$ cat src/rtl/modulo_avaliador_ataque_pkg.sv
// Shared constants for the attack evaluator: FSM encoding, game mode, shot results
// and the RGB LED colours.
package modulo_avaliador_ataque_pkg;

  localparam int unsigned N_COL  = 5;
  localparam int unsigned N_LIN  = 7;
  localparam int unsigned N_CELL = 35;

  typedef enum logic [1:0] {
    S_IDLE = 2'd0,
    S_EVAL = 2'd1,
    S_SHOW = 2'd2,
    S_OVER = 2'd3
  } estado_t;

  typedef enum logic [1:0] {
    RES_HIT    = 2'd0,
    RES_MISS   = 2'd1,
    RES_REPEAT = 2'd2
  } resultado_t;

  localparam logic [1:0] MODE_ATTACK = 2'b10;

  // bit0 = green, bit1 = red
  localparam logic [1:0] RGB_OFF    = 2'b00;
  localparam logic [1:0] RGB_HIT    = 2'b01;
  localparam logic [1:0] RGB_MISS   = 2'b10;
  localparam logic [1:0] RGB_REPEAT = 2'b11;
  localparam logic [1:0] RGB_OVER   = 2'b10;

  // Number of ship cells in a position matrix.
  function automatic logic [5:0] popcount35(input logic [N_CELL-1:0] v);
    logic [5:0] soma;
    soma = 6'd0;
    for (int i = 0; i < int'(N_CELL); i++) begin
      soma = soma + {5'd0, v[i]};
    end
    return soma;
  endfunction

  function automatic logic [1:0] cor_resultado(input resultado_t r);
    logic [1:0] cor;
    case (r)
      RES_HIT:    cor = RGB_HIT;
      RES_MISS:   cor = RGB_MISS;
      RES_REPEAT: cor = RGB_REPEAT;
      default:    cor = RGB_OFF;
    endcase
    return cor;
  endfunction

endpackage

$ cat src/rtl/modulo_debounce_pulso.sv
// Button conditioning: two-flop synchronizer, debounce on level changes and a single-cycle
// pulse on each accepted press. The button is active-low; internally everything is kept
// in "pressed = 1" polarity so that the all-zero reset state means "released".
module modulo_debounce_pulso #(
  parameter int unsigned DEB_CYCLES = 250000
) (
  input  logic clk_i,
  input  logic clr_i,
  input  logic btn_n_i,
  output logic press_o
);

  localparam int unsigned CntW = (DEB_CYCLES > 1) ? $clog2(DEB_CYCLES) : 1;
  localparam logic [CntW-1:0] CntMax = CntW'(DEB_CYCLES - 1);

  logic            sync1_q, sync2_q;
  logic            nivel_q;
  logic            press_q;
  logic [CntW-1:0] cnt_q;

  // Bring the asynchronous button into the clk domain.
  always_ff @(posedge clk_i) begin
    if (clr_i) begin
      sync1_q <= 1'b0;
      sync2_q <= 1'b0;
    end else begin
      sync1_q <= ~btn_n_i;
      sync2_q <= sync1_q;
    end
  end

  // Accept a new level only after it has differed for DEB_CYCLES consecutive cycles.
  always_ff @(posedge clk_i) begin
    if (clr_i) begin
      nivel_q <= 1'b0;
      cnt_q   <= '0;
      press_q <= 1'b0;
    end else begin
      press_q <= 1'b0;
      if (sync2_q == nivel_q) begin
        cnt_q <= '0;
      end else if (cnt_q == CntMax) begin
        nivel_q <= sync2_q;
        cnt_q   <= '0;
        press_q <= sync2_q;  // releases flip the level but raise no event
      end else begin
        cnt_q <= cnt_q + 1'b1;
      end
    end
  end

  assign press_o = press_q;

endmodule

$ cat src/rtl/modulo_avaliador_ataque.sv
// Attack evaluator: judges a confirmed shot against the position matrix, records it in
// the attack matrix, keeps hit/shot counts, shows the result on the RGB LED and flags
// game over once every ship cell has been hit. Single clock, synchronous reset.
module modulo_avaliador_ataque #(
  parameter int unsigned DEB_CYCLES  = 250000,
  parameter int unsigned SHOW_CYCLES = 25000000,
  parameter int unsigned N_COL       = 5,
  parameter int unsigned N_LIN       = 7
) (
  input  logic        clk,
  input  logic        clr,
  input  logic        btn_confirm_n,
  input  logic [1:0]  mode,
  input  logic [2:0]  coord_col,
  input  logic [2:0]  coord_lin,
  input  logic [34:0] m_po,
  output logic [34:0] m_at,
  output logic [34:0] hit_mask,
  output logic [5:0]  hits,
  output logic [5:0]  shots,
  output logic [1:0]  rgb_output,
  output logic        game_over,
  output logic        busy
);

  import modulo_avaliador_ataque_pkg::*;

  localparam int unsigned ShowW = (SHOW_CYCLES > 1) ? $clog2(SHOW_CYCLES) : 1;
  localparam logic [ShowW-1:0] ShowMax = ShowW'(SHOW_CYCLES - 1);

  logic              press;
  estado_t           estado_q;
  logic [5:0]        idx_q;
  logic [34:0]       m_at_q, hit_q;
  logic [5:0]        hits_q, shots_q;
  logic [1:0]        rgb_q;
  logic [ShowW-1:0]  show_cnt_q;

  logic              coord_ok;
  logic [5:0]        idx_in;
  logic [5:0]        bit_sel;
  logic [5:0]        navios;
  resultado_t        res_eval;

  modulo_debounce_pulso #(
    .DEB_CYCLES (DEB_CYCLES)
  ) u_debounce (
    .clk_i   (clk),
    .clr_i   (clr),
    .btn_n_i (btn_confirm_n),
    .press_o (press)
  );

  assign coord_ok = (coord_col < 3'(N_COL)) && (coord_lin < 3'(N_LIN));
  assign idx_in   = 6'(coord_lin) * 6'(N_COL) + 6'(coord_col);
  // Cell 0 (col 0, lin 0) lives in the MSB of the matrices.
  assign bit_sel  = 6'(N_CELL - 1) - idx_q;
  assign navios   = popcount35(m_po);

  // Classify the latched target for the EVAL cycle.
  always_comb begin
    res_eval = RES_MISS;
    if (m_at_q[bit_sel]) begin
      res_eval = RES_REPEAT;
    end else if (m_po[bit_sel]) begin
      res_eval = RES_HIT;
    end
  end

  // Main FSM with registered matrices, counters and LED colour.
  always_ff @(posedge clk) begin
    if (clr) begin
      estado_q   <= S_IDLE;
      idx_q      <= 6'd0;
      m_at_q     <= '0;
      hit_q      <= '0;
      hits_q     <= 6'd0;
      shots_q    <= 6'd0;
      rgb_q      <= RGB_OFF;
      show_cnt_q <= '0;
    end else begin
      case (estado_q)
        S_IDLE: begin
          if (press && (mode == MODE_ATTACK) && coord_ok) begin
            idx_q    <= idx_in;
            estado_q <= S_EVAL;
          end
        end
        S_EVAL: begin
          if (res_eval != RES_REPEAT) begin
            m_at_q[bit_sel] <= 1'b1;
            shots_q         <= shots_q + 6'd1;
            if (res_eval == RES_HIT) begin
              hit_q[bit_sel] <= 1'b1;
              hits_q         <= hits_q + 6'd1;
            end
          end
          rgb_q      <= cor_resultado(res_eval);
          show_cnt_q <= ShowMax;
          estado_q   <= S_SHOW;
        end
        S_SHOW: begin
          if (show_cnt_q == '0) begin
            if ((hits_q == navios) && (navios != 6'd0)) begin
              rgb_q    <= RGB_OVER;
              estado_q <= S_OVER;
            end else begin
              rgb_q    <= RGB_OFF;
              estado_q <= S_IDLE;
            end
          end else begin
            show_cnt_q <= show_cnt_q - 1'b1;
          end
        end
        S_OVER: begin
          rgb_q <= RGB_OVER;
        end
        default: begin
          estado_q <= S_IDLE;
        end
      endcase
    end
  end

  assign m_at       = m_at_q;
  assign hit_mask   = hit_q;
  assign hits       = hits_q;
  assign shots      = shots_q;
  assign rgb_output = rgb_q;
  assign game_over  = (estado_q == S_OVER);
  assign busy       = (estado_q != S_IDLE);

endmodule

$ cat config.mk
export PLATFORM = sky130hd
export DESIGN_NAME = modulo_avaliador_ataque
export DESIGN_NICKNAME = d
export VERILOG_FILES = /design/src/rtl/modulo_avaliador_ataque_pkg.sv /design/src/rtl/modulo_debounce_pulso.sv /design/src/rtl/modulo_avaliador_ataque.sv
export SDC_FILE = /design/constraint.sdc
export NUM_CORES = 1
export LEC_CHECK = 0
export CORE_ASPECT_RATIO = 1.5
export CORE_MARGIN = 1
export CORE_UTILIZATION = 41
export DETAILED_ROUTE_END_ITERATION = 10
export PLACE_DENSITY_LB_ADDON = 0.15
export SLEW_MARGIN = 20
export SYNTH_ARGS = -nofsm -noshare
export SYNTH_HDL_FRONTEND = slang
export SYNTH_SLANG_ARGS = --single-unit
$ cat constraint.sdc
create_clock -name clk -period 5.9 [get_ports clk]
set_input_delay 0.885 -clock clk [delete_from_list [all_inputs] [get_ports clk]]
set_output_delay 0.885 -clock clk [all_outputs]
set_load 0.01 [all_outputs]
==> results of run 1 <==
-- sequential cells by signal, summed over array words and instances, names as in the netlist --
register and count:
estado_q 2, hit_mask 35, hits 6, idx_q 6, m_at 35, rgb_output 2
shots 6, show_cnt_q 25, u_debounce.cnt_q 18, u_debounce.nivel_q 1, u_debounce.press_o 1, u_debounce.sync1_q 1
u_debounce.sync2_q 1
-- final timing paths --
kind	to	slack, ns	depth (start not counted)	startpoint
setup / recovery	rgb_output[1]	0.18	19	m_po[9]
hold / removal	u_debounce.sync2_q	0.44	1	u_debounce.sync1_q
setup reg to reg	hit_mask[14]	1.80	9	idx_q[1]
hold reg to reg	u_debounce.sync2_q	0.44	1	u_debounce.sync1_q
-- per-stage QoR --
step | area [um^2] | setup TNS, ns | hold slack [ns] | util (%) | setup slack, ns
finish | 9720 | 0 | 0.440 | 54.4 | 0.179
global route | 9720 | -0.0152 | 0.459 | 54.4 | -0.0152
CTS | 9650 | 0 | 0.446 | 54.0 | 0.00632
detailed placement | 9010 | -1.84 | 0.430 | 50.4 | -0.665
global placement | 9010 | -1.74 | 0.419 | 50.4 | -0.631
floorplan | 7450 | 0 | 0.413 | - | 0.0923
-- synth_stat cells (12+ instances only) --
library cell,number
sky130_fd_sc_hd__dfxtp_1,139
sky130_fd_sc_hd__o22ai_1,60
sky130_fd_sc_hd__nor4_1,12
sky130_fd_sc_hd__inv_1,119
sky130_fd_sc_hd__nand3_1,24
sky130_fd_sc_hd__and3_1,12
sky130_fd_sc_hd__fa_1,27
sky130_fd_sc_hd__nor2_1,84
sky130_fd_sc_hd__ha_1,27
sky130_fd_sc_hd__nor3_1,15
sky130_fd_sc_hd__nand2_1,44
sky130_fd_sc_hd__a21oi_1,35
sky130_fd_sc_hd__xnor2_1,37
sky130_fd_sc_hd__xor2_1,22
sky130_fd_sc_hd__clkbuf_1,23
sky130_fd_sc_hd__mux2i_1,14
-- routing by layer --
metal  track usage (%)  part of all wire, %  routed length [um]
met3              6.33                  5.2                1080
met4              7.25                  1.2                 244
met1              25.6                   41                8480
met2              40.6                   52               10800
met5                 0                    0                   0
-- power by group --
| part | switching [mW] | leakage (nW) | internal [mW] |
|---|---|---|---|
| combinational | 0.669 | 2.32 | 0.743 |
| sequential | 0.0250 | 1.12 | 0.966 |
| clock | 0.490 | 0.285 | 0.568 |
-- repair_timing --
item,CTS,global route
gates resized for setup,15,25
hold buffers,0,0
setup buffers,1,2
endpoints found under the setup margin,3,3
pin swaps,18,21
gates cloned,0,0
hold endpoints to repair,0,0
-- area by class of cell --
cell class | instances | area, um^2
Tap cell | 217 | 272
Timing Repair Buffer | 151 | 1470
Sequential cell | 139 | 2780
Multi-Input combinational cell | 546 | 4160
Clock inverter | 15 | 174
Inverter | 119 | 447
Clock buffer | 17 | 425
Fill cell | 1692 | 8140
-- kinds of logic (layout without fill, tap and decap cells) --
family,Yosys count,count (layout),share of synthesized area [%]
buffers and inverters,157,302,8.13
DFF,139,139,37.4
xor gates and xnor gates,59,59,6.94
muxes,28,28,5.51
AOI/OAI and AO/OA,152,152,13.2
adders and majority gates,54,54,11.8
and+or+nand+nor,253,253,17.1
-- worst reg2reg max path: cells and delay by family (launching register included) --
family / cells / cell delay, ns
adder cells (fa/ha/maj): 1 / 0.47
AND/OR/NAND/NOR: 2 / 0.81
buffers and inverters: 1 / 0.30
AO/OA/AOI/OAI: 2 / 0.68
XOR/XNOR: 1 / 0.47
multiplexers: 2 / 0.79
flip-flops: 1 / 0.50
==> reports/results.tsv, run 1 <==
metric	value	unit
slew margin rel.	47.0	%
Yosys top cell by area	sky130_fd_sc_hd__dfxtp_1	
leading cell types by total area after synthesis	sky130_fd_sc_hd__dfxtp_1 (37%), sky130_fd_sc_hd__fa_1 (7.3%), sky130_fd_sc_hd__inv_1 (6.0%)	
CTS Root Cell	sky130_fd_sc_hd__clkbuf_16	
leading cell type in the layout, fill and taps excluded	sky130_fd_sc_hd__dfxtp_1	
insertion delay of the later-clocked pin in the worst-skew pair	0.44	ns
Std-Cell Rows	60	
Post-Synthesis Cells	842	
Syn-to-layout area delta	30.5	%
top cell type's share of synthesized area	37.4	%
1st-pass router iterations	8	
number of routed nets with antenna violations	0	
diode insertion count for antenna repair	0	
final worst path period need	5.72	ns
non-filler cells, final	1204	
series of cell instances along the critical path	dlygate4sd2_1 -> inv_1 -> fa_1 -> inv_1 -> fa_1 -> fa_1 -> fa_1 -> fa_1 -> inv_1 -> fa_1 -> fa_2 -> nand2b_4 -> nand2b_1 -> a21o_1 -> xnor2_1 -> or4_4 -> a31oi_4 -> nor4_2 -> a211oi_1	
Initial DRC Count	378	
port buffer count	131	
drt drc	4	
Worst path top cell family by delay	adder cells	
Synth warnings	0	
total via count in the routed design	6390	
number of distinct library cell variants in the gate-level netlist after synthesis	61	
count of pins on the block boundary	132	
number of antenna violations at the first check in global routing	0	
critical path required time	6.24	ns
post-synth design cell area	7450	um^2
violations in the final reports	DRC	
TritonCTS Buffers	17	
sinks on the clock net	139	
status	finished, violations left	
delay of the slowest cell on the worst path	0.57	ns
Seq/Total Area, Yosys	37.4	%
number of buffer and inverter instances along the worst setup path	4	
transition time at the pin with the least slew margin	0.790	ns
DIE HEIGHT	167	um
dpl hpwl	15300	um
global-route wire length before repair	32700	um
number of nets produced by synthesis	942	
buffer depth of the longest clock path	2	
maximum net fanout on the critical path	3	
power density normalized to cell area	356	nW/um^2
width of the die	112	um
CP Launch Type	input pin	
Clock Pin Slew Worst Setup and Hold Paths	0.07	ns
initial core utilization	41.7	%
Avg Synthesized Cell Area	8.85	um^2
top_reg_cell synth	sky130_fd_sc_hd__dfxtp_1	
clock tree from TritonCTS	built	
Critical Path AT	6.06	ns
type of the worst setup path	input pin to flip-flop	
layout cells sized above 1	9.63	%
crit path max-delay cell type	sky130_fd_sc_hd__fa_1	
CTS H-Tree Depth	4	
flip-flop and latch count after synthesis	139	
final RePlAce weighted congestion	0.815	
remaining global-route overflow	0	
total chip power	3.46	mW
capturing element type of the critical path	flip-flop	
Total Die Area	18700	um^2
final-report max-slew violation count	0	
static leakage	3.73	nW
share of the clock period used by the worst path after layout	97.0	%
post-DR vias/cell	5.31	
commonest cells after routing, fill and taps aside	sky130_fd_sc_hd__dfxtp_1 (139), sky130_fd_sc_hd__clkdlybuf4s50_1 (115), sky130_fd_sc_hd__inv_1 (114), sky130_fd_sc_hd__nor2_1 (84), sky130_fd_sc_hd__o22ai_1 (60)	
area of the core region	17900	um^2
Max Cap Viol	0	
final routed wirelength across all metal layers	20600	um
overall fraction of global-route tracks in use	22.6	%
most frequent cell on the critical path	sky130_fd_sc_hd__fa_1	
VDD IR-drop max	0.000296	V
nets	1074	
Max Freq	175	MHz
Placed Cells incl. Taps	1169	
number of enable flip-flop cells after synthesis	0	
Final Hold Fails	0	
number of global-route vias before repair	6276	
Synth async-reset ratio	0	%
per-cell routed wire length	17.1	um
setup-violating endpoint count in the final report	0	
largest net degree at the start of global routing	75	
worst hold path class	flip-flop to flip-flop	
setup clock skew after layout	0.0136	ns
Power figures use the tool's default switching activity.
==> inputs of run 2 (changes only) <==
--- a/config.mk
+++ b/config.mk
@@ -5,9 +5,11 @@
 export SDC_FILE = /design/constraint.sdc
 export NUM_CORES = 1
 export LEC_CHECK = 0
+export CELL_PAD_IN_SITES_DETAIL_PLACEMENT = 1
+export CELL_PAD_IN_SITES_GLOBAL_PLACEMENT = 1
 export CORE_ASPECT_RATIO = 1.5
 export CORE_MARGIN = 1
-export CORE_UTILIZATION = 41
+export CORE_UTILIZATION = 36
 export DETAILED_ROUTE_END_ITERATION = 10
 export PLACE_DENSITY_LB_ADDON = 0.15
 export SLEW_MARGIN = 20
==> run 2 against run 1 <==
- the run now ends clean
- fmax shrank 0.76%
- combinational power is essentially flat
- sequential power is essentially flat
- sequential share of layout area shrank 0.18 points
- count of clock-buffer cells in the layout is the same
- flip-flop and latch count is the same
- total power grew 0.12%
- critical path type unchanged
==> reports/results.tsv, run 2 (same netlist as run 1, synthesis figures left out) <==
metric	value	unit
Total Die Area	21300	um^2
detailed-routed wire length on met3	977	um
hold_buf cts	0	
Std-Cell Rows	64	
initial core utilization	36.6	%
Max Freq	173	MHz
count of pins on the block boundary	132	
area of the multi-input gates	4150	um^2
overall fraction of global-route tracks in use	21.8	%
number of global-route vias before repair	6865	
crit path max-delay cell type	sky130_fd_sc_hd__fa_2	
setup clock skew after layout	0.0109	ns
CP Launch Type	input pin	
fillers	2354	
global-route wire length before repair	35700	um
capturing element type of the critical path	flip-flop	
non-filler cells, final	1256	
CTS H-Tree Depth	4	
port buffer count	131	
Worst R2R End	hit_mask[29]	
Hold Path Cell Cnt	1	
delay of the slowest cell on the worst path	0.52	ns
routed length on met2	13100	um
Final Hold Fails	0	
final RePlAce weighted congestion	0.819	
sinks on the clock net	139	
commonest cells after routing, fill and taps aside	sky130_fd_sc_hd__dfxtp_1 (139), sky130_fd_sc_hd__clkdlybuf4s50_1 (115), sky130_fd_sc_hd__inv_1 (113), sky130_fd_sc_hd__nor2_1 (84), sky130_fd_sc_hd__o22ai_1 (60)	
drt drc	0	
Max Cap Viol	0	
final worst path period need	5.76	ns
r2r startpoint	idx_q[1]	
Placed Cells incl. Taps	1220	
number of routed nets with antenna violations	0	
transition time at the pin with the least slew margin	0.914	ns
Critical Path AT	6.10	ns
share of the clock period used by the worst path after layout	97.7	%
static leakage	3.70	nW
Hold Path Origin	u_debounce.sync1_q	
final routed wirelength across all metal layers	22700	um
1st-pass router iterations	4	
area of the core region	20300	um^2
unrepaired setup endpoints after global routing	false	
leading cell type in the layout, fill and taps excluded	sky130_fd_sc_hd__dfxtp_1	
type of the worst setup path	input pin to flip-flop	
layout cells sized above 1	10.2	%
worst hold path class	flip-flop to flip-flop	
TritonCTS Buffers	17	
combined flip-flop and latch cell area	2780	um^2
CTS Root Cell	sky130_fd_sc_hd__clkbuf_16	
total via count in the routed design	6517	
buffer depth of the longest clock path	2	
maximum net fanout on the critical path	3	
Worst Hold End	u_debounce.sync2_q	
core occupancy in the finished layout	48.1	%
nets	1078	
register-to-register setup slack	1.25	ns
remaining global-route overflow	0	
setup-violating endpoint count in the final report	0	
VDD IR-drop max	0.000315	V
number of antenna violations at the first check in global routing	0	
dpl hpwl	16900	um
series of cell instances along the critical path	clkdlybuf4s15_1 -> inv_2 -> fa_1 -> inv_1 -> fa_1 -> inv_2 -> fa_2 -> inv_2 -> fa_1 -> fa_1 -> inv_1 -> fa_1 -> fa_2 -> nand2b_4 -> nand2b_1 -> a21o_1 -> xnor2_1 -> or4_1 -> a31oi_1 -> buf_4 -> nor4_2 -> a211oi_2	
Clock Pin Slew Worst Setup and Hold Paths	0.07	ns
Syn-to-layout area delta	31.4	%
highest metal used	met4	
wl on met1	8270	um
Initial DRC Count	310	
power density normalized to cell area	354	nW/um^2
width of the die	119	um
insertion delay of the later-clocked pin in the worst-skew pair	0.42	ns
clock tree from TritonCTS	built	
per-cell routed wire length	18.1	um
final-report max-slew violation count	0	
largest net degree at the start of global routing	62	
status	finished, final reports clean	
post-DR vias/cell	5.19	
logic depth of the worst register-to-register path	9	
slew margin rel.	39.0	%
DIE HEIGHT	178	um
critical path required time	6.23	ns
most frequent cell on the critical path	sky130_fd_sc_hd__fa_1	
==> run 2: power by group <==
group / switching (mW) / internal, mW / total, mW
Combinational: 0.680 / 0.709 / 1.39
Sequential: 0.0269 / 0.966 / 0.993
Clock: 0.478 / 0.605 / 1.08
Total: 1.18 / 2.28 / 3.47
==> run 2: routing by layer <==
metal  vias to the layer above  GRT usage (%)
met2                       112           44.0
met3                        25           5.69
met5                         -              0
met1                      3208           20.8
li1                       3172              -
met4                         0           7.60
==> run 2: worst max path at each step <==
| stage | from | end | cells after the start |
|---|---|---|---|
| CTS | m_po[23] | rgb_output[1] | 22 |
| floorplan | m_po[23] | estado_q[0] | 20 |
| global placement | m_po[23] | rgb_output[1] | 22 |
| finish | m_po[25] | rgb_output[1] | 22 |
| global route | m_po[25] | rgb_output[1] | 22 |
| detailed placement | m_po[23] | estado_q[0] | 22 |
==> run 2: layout make-up <==
cell class	instances	area share (%)
Multi-Input combinational cell	546	42.4
Sequential cell	139	28.4
Timing Repair Buffer	155	15.1
Inverter	119	4.56
Clock buffer	17	4.35
Tap cell	264	3.38
Clock inverter	15	1.74
Antenna cell	1	0.0256
==> run 2: worst max-delay path: cells and delay by family <==
family / cells / cell delay [ns]
xor gates and xnor gates: 1 / 0.08
adders and majority gates: 7 / 3.31
and+or+nand+nor: 4 / 0.74
buffers and inverters: 7 / 0.53
AOI/OAI and AO/OA: 3 / 0.55
==> run 2: metrics by stage <==
step	worst slack, ns	area (um^2)	hold slack, ns	setup TNS [ns]	total power, mW
after floorplan	0.0923	7450	0.413	0	1.78
after global placement	-0.598	9090	0.432	-1.65	2.05
after detailed placement	-0.719	9090	0.431	-1.93	2.09
after CTS	0.0117	9740	0.454	0	3.37
after global routing	0.0127	9780	0.472	0	3.67
final	0.136	9790	0.448	0	3.47
==> run 2: repair_timing <==
| item | in CTS | in global routing |
|---|---|---|
| setup buffers | 0 | 3 |
| endpoints found under the setup margin | 3 | 2 |
| resized for setup | 28 | 17 |
| pin swaps | 19 | 16 |
==> inputs of run 3 (changes only) <==
--- a/config.mk
+++ b/config.mk
@@ -5,11 +5,13 @@
 export SDC_FILE = /design/constraint.sdc
 export NUM_CORES = 1
 export LEC_CHECK = 0
+export ABC_CLOCK_PERIOD_IN_PS = 5900
 export CELL_PAD_IN_SITES_DETAIL_PLACEMENT = 1
 export CELL_PAD_IN_SITES_GLOBAL_PLACEMENT = 1
 export CORE_ASPECT_RATIO = 1.5
 export CORE_MARGIN = 1
 export CORE_UTILIZATION = 36
+export CTS_CLUSTER_SIZE = 30
 export DETAILED_ROUTE_END_ITERATION = 10
 export PLACE_DENSITY_LB_ADDON = 0.15
 export SLEW_MARGIN = 20
==> results of run 3 <==
The final DEF is identical to that of run 2; final timing and power are the same.
==> patch (config.mk and constraints of run 1) <==
Set the parameter `SHOW_CYCLES` to 12500000 (it was 25000000).
--- a/src/rtl/modulo_avaliador_ataque.sv
+++ b/src/rtl/modulo_avaliador_ataque.sv
@@ -3,7 +3,7 @@
 // game over once every ship cell has been hit. Single clock, synchronous reset.
 module modulo_avaliador_ataque #(
   parameter int unsigned DEB_CYCLES  = 250000,
-  parameter int unsigned SHOW_CYCLES = 25000000,
+  parameter int unsigned SHOW_CYCLES = 12500000,
   parameter int unsigned N_COL       = 5,
   parameter int unsigned N_LIN       = 7
 ) (
Function: same outputs for any inputs over 10 cycles, from zero or initial values; that may be too few to reach the edited logic, so the function may still have changed.
==> patch against run 1 <==
Worst setup slack better by 70 ps; the flow still finishes with violations (design-rule violations); design area down 0.86%; area after synthesis grew 0.50%; synthesized cell count down 6.1%; highest routed layer unchanged; core utilization down 0.70 points; fmax increased by 1.2%; global-route usage fell by 0.36 points; wire length is 1.9% lower; sequential share of layout area about the same; sequential cell count fell by 1; die area rose by 0.49%; largest cell class unchanged; total power decreased by 1.3%; critical endpoint unchanged.
==> patch: results (changes against run 1) <==
clock power share=29.1% (was 30.6%); largest net degree at the start of global routing=63 (was 75); WL met3=797 microns (was 1.08 mm); Synth area leaders=dfxtp_1, fa_1, o2bb2ai_1 (was dfxtp_1, fa_1, inv_1); Sequential Power Share=29.1% (was 28.6%); Max VDD drop=253 uV (was 296 uV); Worst-Margin Slew=1110 ps (was 790 ps); slowest CP cell=fa_2 (was fa_1); placed cell count=1,116 (was 1,169); Pint=2.22 mW (was 2.28 mW); sequential cell area fraction in the yosys report=36.9% (was 37.4%); reported net switching power=1.20 mW (was 1.18 mW); status=complete, but fails checks (unchanged); worst path arrival time=5950 ps (was 6060 ps); WL met1=8.08 mm (was 8.48 mm); Pleak=3.65 nW (was 3.73 nW); violated checks=design-rule violations (unchanged); grt met2 use=41.7% (was 40.6%); worst r2r path cells=8 (was 9); Residual DRC=3 (was 4); met1 Use GR=24.2% (was 25.6%); Worst Clk Skew=10.5 ps (was 13.6 ps); fin nets=1,017 (was 1,074); Syn Inst Count=791 (was 842); final hold slack=444 ps (was 440 ps); Iteration-0 DRC Markers=286 (was 378); GRT met3 Usage=4.67% (was 6.33%); synthesized netlist net count=891 (was 942); Via density=5.38 (was 5.31); share of cells above drive strength 1=11.1% (was 9.63%); synth cell count leaders=dfxtp_1, nor2_1, inv_1, o2bb2ai_1, nand2_1 (was dfxtp_1, inv_1, nor2_1, o22ai_1, nand2_1); GR Util All Layers=22.2% (was 22.6%)
==> patch: changes by cell type in the layout (fill, tap and decap cells not counted), moves of 10 or more <==
cell	delta
inv_1	-55
or2_2	+13
nor2_1	-13
xnor2_1	-10
o2bb2ai_1	+59
o22ai_1	-58
==> patch: cells by family after synthesis <==
kind of cell    synth area share (%)
buf+inv                         6.13
mux                             4.96
flops                           36.9
fa+ha+maj                       11.7
xor+xnor                        6.10
simple gates                    17.4
compound gates                  16.7
==> patch: cell type report <==
| type | count | area, sq um | share of cell area [%] |
|---|---|---|---|
| Multi-Input combinational cell | 547 | 4350 | 45.2 |
| Sequential cell | 138 | 2760 | 28.7 |
| Timing Repair Buffer | 149 | 1460 | 15.1 |
| Clock buffer | 19 | 443 | 4.59 |
| Tap cell | 217 | 272 | 2.82 |
| Inverter | 64 | 240 | 2.49 |
| Clock inverter | 13 | 111 | 1.16 |
==> patch: repair_timing <==
action,4_1_cts,5_1_grt
pin swaps,16,18
setup endpoints to repair,2,3
gates resized for setup,21,16
